## src/rtl/gpu_cmd_dispatcher.sv

```systemverilog
// GPU command dispatcher: pops one command at a time from a show-ahead FIFO,
// broadcasts the latched fields to all drawing engines and strobes the target.
// Per-engine busy tracking gates issue; FENCE drains every engine before the
// next command is fetched.
module gpu_cmd_dispatcher #(
  parameter int unsigned NUM_ENGINES   = 2,
  parameter int unsigned WIDTH_BITS    = 10,
  parameter int unsigned HEIGHT_BITS   = 9,
  parameter int unsigned CHANNEL_BITS  = 8,
  parameter int unsigned ALLOW_OVERLAP = 0,
  parameter int unsigned COUNT_BITS    = 16
) (
  input  logic                    clk,
  input  logic                    rst,
  input  logic                    fifo_empty_i,
  input  logic [3:0]              opcode_i,
  input  logic [WIDTH_BITS-1:0]   x1_i,
  input  logic [HEIGHT_BITS-1:0]  y1_i,
  input  logic [WIDTH_BITS-1:0]   x2_i,
  input  logic [HEIGHT_BITS-1:0]  y2_i,
  input  logic [WIDTH_BITS-1:0]   rad_i,
  input  logic [CHANNEL_BITS-1:0] r_i,
  input  logic [CHANNEL_BITS-1:0] g_i,
  input  logic [CHANNEL_BITS-1:0] b_i,
  input  logic [NUM_ENGINES-1:0]  finished_i,
  output logic                    pop_o,
  output logic [WIDTH_BITS-1:0]   x1_o,
  output logic [HEIGHT_BITS-1:0]  y1_o,
  output logic [WIDTH_BITS-1:0]   x2_o,
  output logic [HEIGHT_BITS-1:0]  y2_o,
  output logic [WIDTH_BITS-1:0]   rad_o,
  output logic [CHANNEL_BITS-1:0] r_o,
  output logic [CHANNEL_BITS-1:0] g_o,
  output logic [CHANNEL_BITS-1:0] b_o,
  output logic [NUM_ENGINES-1:0]  run_o,
  output logic [NUM_ENGINES-1:0]  busy_o,
  output logic                    idle_o,
  output logic                    err_o,
  output logic [COUNT_BITS-1:0]   cmd_count_o
);

  localparam logic [3:0] OpNop   = 4'h0;
  localparam logic [3:0] OpFence = 4'hF;

  typedef enum logic [2:0] {
    StIdle,
    StFetch,
    StDecode,
    StWait,
    StIssue,
    StFence
  } state_e;

  state_e                  state_q;
  logic [3:0]              opcode_q;
  logic [NUM_ENGINES-1:0]  busy_q;
  logic [COUNT_BITS-1:0]   cmd_count_q;
  logic                    err_q;
  logic [NUM_ENGINES-1:0]  tgt_mask;
  logic                    tgt_ready;

  // One-hot target engine from the latched opcode; all-zero for NOP/FENCE/illegal.
  always_comb begin
    tgt_mask = '0;
    for (int i = 0; i < NUM_ENGINES; i++) begin
      tgt_mask[i] = (opcode_q == 4'(i + 1));
    end
  end

  // Serial mode waits for every engine; overlap mode only for the target.
  assign tgt_ready = (ALLOW_OVERLAP != 0) ? ((busy_q & tgt_mask) == '0) : (busy_q == '0);

  // Dispatch FSM, busy tracking, field latch, counter and sticky error.
  always_ff @(posedge clk) begin
    if (rst) begin
      state_q     <= StIdle;
      opcode_q    <= OpNop;
      busy_q      <= '0;
      cmd_count_q <= '0;
      err_q       <= 1'b0;
      x1_o        <= '0;
      y1_o        <= '0;
      x2_o        <= '0;
      y2_o        <= '0;
      rad_o       <= '0;
      r_o         <= '0;
      g_o         <= '0;
      b_o         <= '0;
    end else begin
      // Finish pulses for idle engines fall out of the mask naturally.
      busy_q <= (busy_q & ~finished_i) | ((state_q == StIssue) ? tgt_mask : '0);
      case (state_q)
        StIdle: begin
          if (!fifo_empty_i) state_q <= StFetch;
        end
        StFetch: begin
          opcode_q <= opcode_i;
          x1_o     <= x1_i;
          y1_o     <= y1_i;
          x2_o     <= x2_i;
          y2_o     <= y2_i;
          rad_o    <= rad_i;
          r_o      <= r_i;
          g_o      <= g_i;
          b_o      <= b_i;
          state_q  <= StDecode;
        end
        StDecode: begin
          if (opcode_q == OpNop) begin
            state_q <= StIdle;
          end else if (opcode_q == OpFence) begin
            state_q <= StFence;
          end else if (|tgt_mask) begin
            state_q <= tgt_ready ? StIssue : StWait;
          end else begin
            err_q   <= 1'b1;
            state_q <= StIdle;
          end
        end
        StWait: begin
          if (tgt_ready) state_q <= StIssue;
        end
        StIssue: begin
          cmd_count_q <= cmd_count_q + COUNT_BITS'(1);
          state_q     <= StIdle;
        end
        StFence: begin
          if (busy_q == '0) state_q <= StIdle;
        end
        default: state_q <= StIdle;
      endcase
    end
  end

  assign pop_o       = (state_q == StFetch);
  assign run_o       = (state_q == StIssue) ? tgt_mask : '0;
  assign busy_o      = busy_q;
  assign idle_o      = (state_q == StIdle) && (busy_q == '0);
  assign err_o       = err_q;
  assign cmd_count_o = cmd_count_q;

endmodule

```

## config.mk

```make
export PLATFORM = sky130hd
export DESIGN_NAME = gpu_cmd_dispatcher
export DESIGN_NICKNAME = d
export VERILOG_FILES = /design/src/rtl/gpu_cmd_dispatcher.sv
export SDC_FILE = /design/constraint.sdc
export NUM_CORES = 1
export LEC_CHECK = 0
export BUFFER_PORTS_ARGS = -buffer_cell sky130_fd_sc_hd__buf_2
export CORE_MARGIN = 1
export CORE_UTILIZATION = 30
export CTS_CLUSTER_DIAMETER = 120
export CTS_CLUSTER_SIZE = 14
export DETAILED_ROUTE_END_ITERATION = 10
export SYNTH_ARGS = -nofsm -noshare
export SYNTH_HDL_FRONTEND = slang
export SYNTH_SLANG_ARGS = --single-unit
```

## constraint.sdc

```tcl
create_clock -name clk -period 2.4 [get_ports clk]
set_input_delay 0.24 -clock clk [delete_from_list [all_inputs] [get_ports clk]]
set_output_delay 0.24 -clock clk [all_outputs]
set_load 0.01 [all_outputs]
```

[Word-level counts from Yosys, hierarchy flattened]
Cells that the tools add are included.
Widths: inputs -> output; s select.
Operators by class
  $add $sub $neg: 1
  muxes and demuxes: 9
  reduce and logical (&&, ||, !) cells: 7
  eq/ne operators: 11
  bitwise operators: 6
Operators with widths (count)
  $mux 3: 7
  $add 16x1->16 const B: 1
  $pmux 3 s5: 1
  $eq 3x2->1 const B: 2
  $eq 3x3->1 const B: 2
  $ne 2x2->1 const B: 3
  $eq 4x1->1 const B: 1
  $eq 4x2->1 const B: 1
  $eq 4x4->1 const B: 1
  $logic_not 4->1: 1
  $reduce_and 4->1: 1
  $eq 3x1->1 const B: 1
  $logic_not 3->1: 1
  $not 1->1: 3
  $reduce_and 3->1: 1
  $and 2x2->2: 1
  $logic_not 2->1: 1
  $mux 2: 1
  $not 2->2: 1
  $or 2x2->2: 1
  $reduce_or 2->1: 1
  $logic_and 1x1->1: 1
Storage, ports and cells
  output and inout port bits: 95
  bits in registers: 98
  logic and storage cells: 47

[Depth between registers and ports, before layout]
  depth in word-level cells: 6
  gate-level depth with buffers: 8
  gate-level depth less buffers: 4

[Least setup slack after synthesis]
OpenSTA, ideal clock, no wires.
  kind: reg-to-reg
  start point: reg cmd_count_q[3], in the netlist cmd_count_o[3]
  end point: reg cmd_count_q[15], in the netlist cmd_count_o[15]
  setup slack: 711 ps
  stages on the path, launching flop included: 5
  path buffers: 0
  arrival time: 1619 ps
  path through: dfxtp_1 > nand4_2 > or4_4 > or3_1 > a21oi_1
Between the ends
  longest elaborated chain between the ends: 1
Ends and longest elaborated chain
  start, declared: line 57  | logic [COUNT_BITS-1:0] cmd_count_q;
  start signal, assigned: line 124  | cmd_count_q <= cmd_count_q + COUNT_BITS'(1);
  $add 16x1->16: line 124
Every way passes these cells.
A chain may end at the register's enable or synchronous reset.

[Worst setup path after layout]
  start point: reg state_q[2]
  end point: out run_o[0]
Between the ends
  longest elaborated chain between the ends: 2
Ends and longest elaborated chain
  start, declared: line 54  | state_e state_q;
  start signal, assigned: line 76  | state_q <= StIdle;
  start signal, assigned: line 94  | if (!fifo_empty_i) state_q <= StFetch;
  start signal, assigned: line 106  | state_q <= StDecode;
  $eq 3x3->1: line 136  | assign run_o = (state_q == StIssue) ? tgt_mask : '0;
  $mux 2: line 136
  end, declared: line 35  | output logic [NUM_ENGINES-1:0] run_o,
Every way passes these cells.

==> flow_summary_export.csv <==
group,metric,value,unit
status,status,"finished clean",
synth,synth_cells,456,
layout,final_nets,699,
cts,cts_resized,0,
sta,skew,8.189,ps
sta,finalCritPeriodShare,87.49,%
cts,clockBufferDepth,2,
cts,cts_tree,"done",
grt,grt_pass1_vias,3255,
drt,drt_iter0_drc,200,
grt,grt_pass1_wl,15.41,mm
worst_setup_path,ff2ff_path_depth,5,
floorplanning,fp.dieH,112.7,µm
worst_setup_path,worstPathMaxFanout,9,
cts,cts.sinks,98,
layout,num_antenna_cells,0,
placement,post-place-ws,518.1,ps
sta,fin_ws,300.1,ps
worst_setup_path,cp-start-kind,"flip-flop",
cts,root_buffer,"clkbuf_16",
floorplanning,num_io_pins,176,
synth,syn_area_per_cell,8.067,µm²
placement,placed_cells,753,
layout,drive_gt1_share,32.80,%
cts,h-tree-depth,3,
synth,synth_edf_count,0,
layout,fillers,1251,
layout,fin_cells,769,
drt,wirelength,9.711,mm
synth,yosys_warnings,0,
power_and_ir_drop,power_density,722.0,nW/µm²
worst_setup_path,worstSetupPathType,"reg -> out",
drt,wl_per_cell,12.63,µm
floorplanning,coreArea,11960,µm²
cts,clk_pin_slew,70,ps
worst_setup_path,cp_data_required_time,2160,ps
synth,synthesis.nets,538,
synth,yosys.area_share.simple,25.37,%
floorplanning,die_area,12710,µm²
cts,cts_buffers,9,
worst_setup_path,startpoint,"state_q[2]$_SDFFE_PP0P_",
placement,dp_hpwl,6.779,mm
drt,dr.pass1.iters,4,
grt,gr-usage-all-layers,15.40,%
sta,finalSetupTns,0,ps
drt,drtAntennaViolNets,0,
drt,vias_per_cell,4.663,
synth,synthFlopType,"dfxtp_1",
grt,grt_overflow_total,0,
synth,synth.distinct_cells,44,
worst_setup_path,reg2reg_to,"x1_o[0]$_SDFFE_PP0P_",
synth,synthAdderAreaFrac,0.3401,%
power_and_ir_drop,ir_worst_vdd,0.4781,mV
cts,hold_buffers,0,
worst_setup_path,cp-endpoint,"run_o[0]",
synth,async_flop_share,0,%
drt,remaining_drc_errors,0,
floorplanning,initial_utilization,30.75,%
flow_run,max_cap_violations,0,
layout,syn2layout_area_growth,34.80,%
cts,clk-insertion-delay-late,340,ps
worst_hold_path,whs_path_depth,3,
worst_setup_path,r2r_start,"state_q[0]$_SDFFE_PP0P_",
grt,antenna_found_initial,0,
synth,synth-compound-area-share,14.56,%
synth,synth.area.mux_share,0.2721,%
sta,clock.fmax,0.4762,GHz
synth,synth_top_family_by_area,"simple AND/OR/NAND/NOR gates",
synth,synthXorXnorAreaFrac,2.381,%
sta,finalMaxSlewViolations,0,
floorplanning,die_x,112.7,µm
worst_setup_path,r2r_slack,520,ps
sta,rsz0062_at_grt,"false",
sta,relSlewSlack,41.81,%
sta,setup-violations-final,0,
grt,grt_max_degree,83,
placement,place_area,4672,µm²
synth,ys_seq_area_share,53.33,%
synth,syn_area,3679,µm²
layout,post-route-cell-area,4959,µm²
placement,gp_congestion,0.7689,
sta,period_minus_slack,2100,ps
placement,io_buffers,175,
floorplanning,fp-row-count,40,
cts,postCtsSetupRepairBufs,0,
worst_setup_path,cp-end-kind,"output pin",
worst_setup_path,arrival,1860,ps
sta,hold_viol_final,0,
synth,synth-seq-cells,98,
drt,num_vias,3586,
worst_hold_path,hold_class,"in -> reg",
power_and_ir_drop,p_leak,2.209,nW
sta,worst_slew_pin_slew,872.8,ps
==> through the flow <==
| stage | power, mW | hold slack (ps) | util, % |
|---|---|---|---|
| global route | 3.750 | 119.0 | 41.45 |
| global placement | 2.205 | 439.3 | 39.06 |
| finish | 3.580 | 127.6 | 41.45 |
| floorplan | 2.021 | 376.0 | - |
| detailed placement | 2.215 | 444.3 | 39.06 |
| CTS | 3.646 | 111.9 | 41.45 |
==> per-layer routing <==
metal | wire length (µm) | vias to the layer above | track usage, %
met5 | 0 | - | 0
met4 | 74 | 0 | 4.533
met3 | 595 | 4 | 5.624
met2 | 4785 | 110 | 27.49
met1 | 4256 | 1645 | 17.09
li1 | - | 1827 | -
==> synthesized netlist by cell type, types with 2 or more instances <==
cell type	instances	area share, %
xor2_1	5	1.2
clkbuf_1	21	2.1
nor2_1	14	1.4
a21oi_1	85	12
nand2_1	161	16
xnor2_1	5	1.2
nor4_1	2	0.34
buf_1	4	0.41
o21ai_1	2	0.27
nor2b_1	3	0.51
dfxtp_1	98	53
o21ba_1	2	0.54
nor3_1	3	0.41
or3_1	6	1.0
nand4_1	3	0.51
inv_1	2	0.20
o21ai_0	3	0.41
nand3_1	6	0.82
nor3b_1	2	0.41
buf_2	5	0.68
==> report_power, final <==
part	internal, mW	switching, mW	total (mW)	leakage, nW
Combinational	0.175	0.242	0.418	1.27
Sequential	1.71	0.0490	1.76	0.797
Clock	0.801	0.605	1.41	0.142
==> placed cells by master (no fill, tap or decap), types with 2 or more instances in the layout <==
cell / instances
a21oi_1: 85
buf_2: 174
buf_4: 6
clkbuf_16: 9
clkinv_2: 4
dfxtp_1: 98
inv_1: 2
nand2_1: 161
nand3_1: 6
nand4_1: 3
nor2_1: 14
nor2b_1: 3
nor3_1: 3
nor3b_1: 2
nor4_1: 2
o21ai_0: 3
o21ai_1: 2
o21ba_1: 2
or3_1: 6
xnor2_1: 5
xor2_1: 5
==> cell type report <==
cell class              instances  area [µm²]  share of cell area [%]
repair buffers                181       935.9                   18.87
clock buffers                  10       229.0                   4.618
inverters                       3       11.26                  0.2271
flip-flops and latches         98        1962                   39.57
well taps                     147       183.9                   3.709
multi-input cells             324        1579                   31.84
clock inverters                 6       57.56                   1.161
==> worst max-delay path, stage by stage, from the launching register on <==
cell and delay, ps:
dfxtp_1 520, nor3b_2 410, nand2_1 130, nor3b_1 260, buf_2 200
==> cell families (layout without fill, tap and decap cells) <==
kind of cell | Yosys count | in the layout
adders and majority gates | 1 | 1
AOI/OAI and AO/OA | 100 | 100
and+or+nand+nor | 212 | 212
buffers and inverters | 34 | 200
xor gates and xnor gates | 10 | 10
muxes | 1 | 1
DFF | 98 | 98
==> flip-flops by register name, indices dropped and copies added (netlist names) <==
register     cells
b_o              8
busy_o           2
cmd_count_o     16
err_o            1
g_o              8
opcode_q         4
r_o              8
rad_o           10
state_q          3
x1_o            10
x2_o            10
y1_o             9
y2_o             9
==> how the worst min path moves through the flow <==
stage / to / slack [ps] / from
after floorplan: opcode_q[2]$_SDFFE_PP0P_ / 380 / opcode_i[2]
after global placement: g_o[3]$_SDFFE_PP0P_ / 440 / g_o[3]$_SDFFE_PP0P_
after detailed placement: x1_o[3]$_SDFFE_PP0P_ / 440 / x1_o[3]$_SDFFE_PP0P_
after CTS: y2_o[4]$_SDFFE_PP0P_ / 110 / y2_i[4]
after global routing: g_o[6]$_SDFFE_PP0P_ / 120 / g_i[6]
final: r_o[5]$_SDFFE_PP0P_ / 130 / r_i[5]
Note: power is estimated with default switching activity, not from simulation.
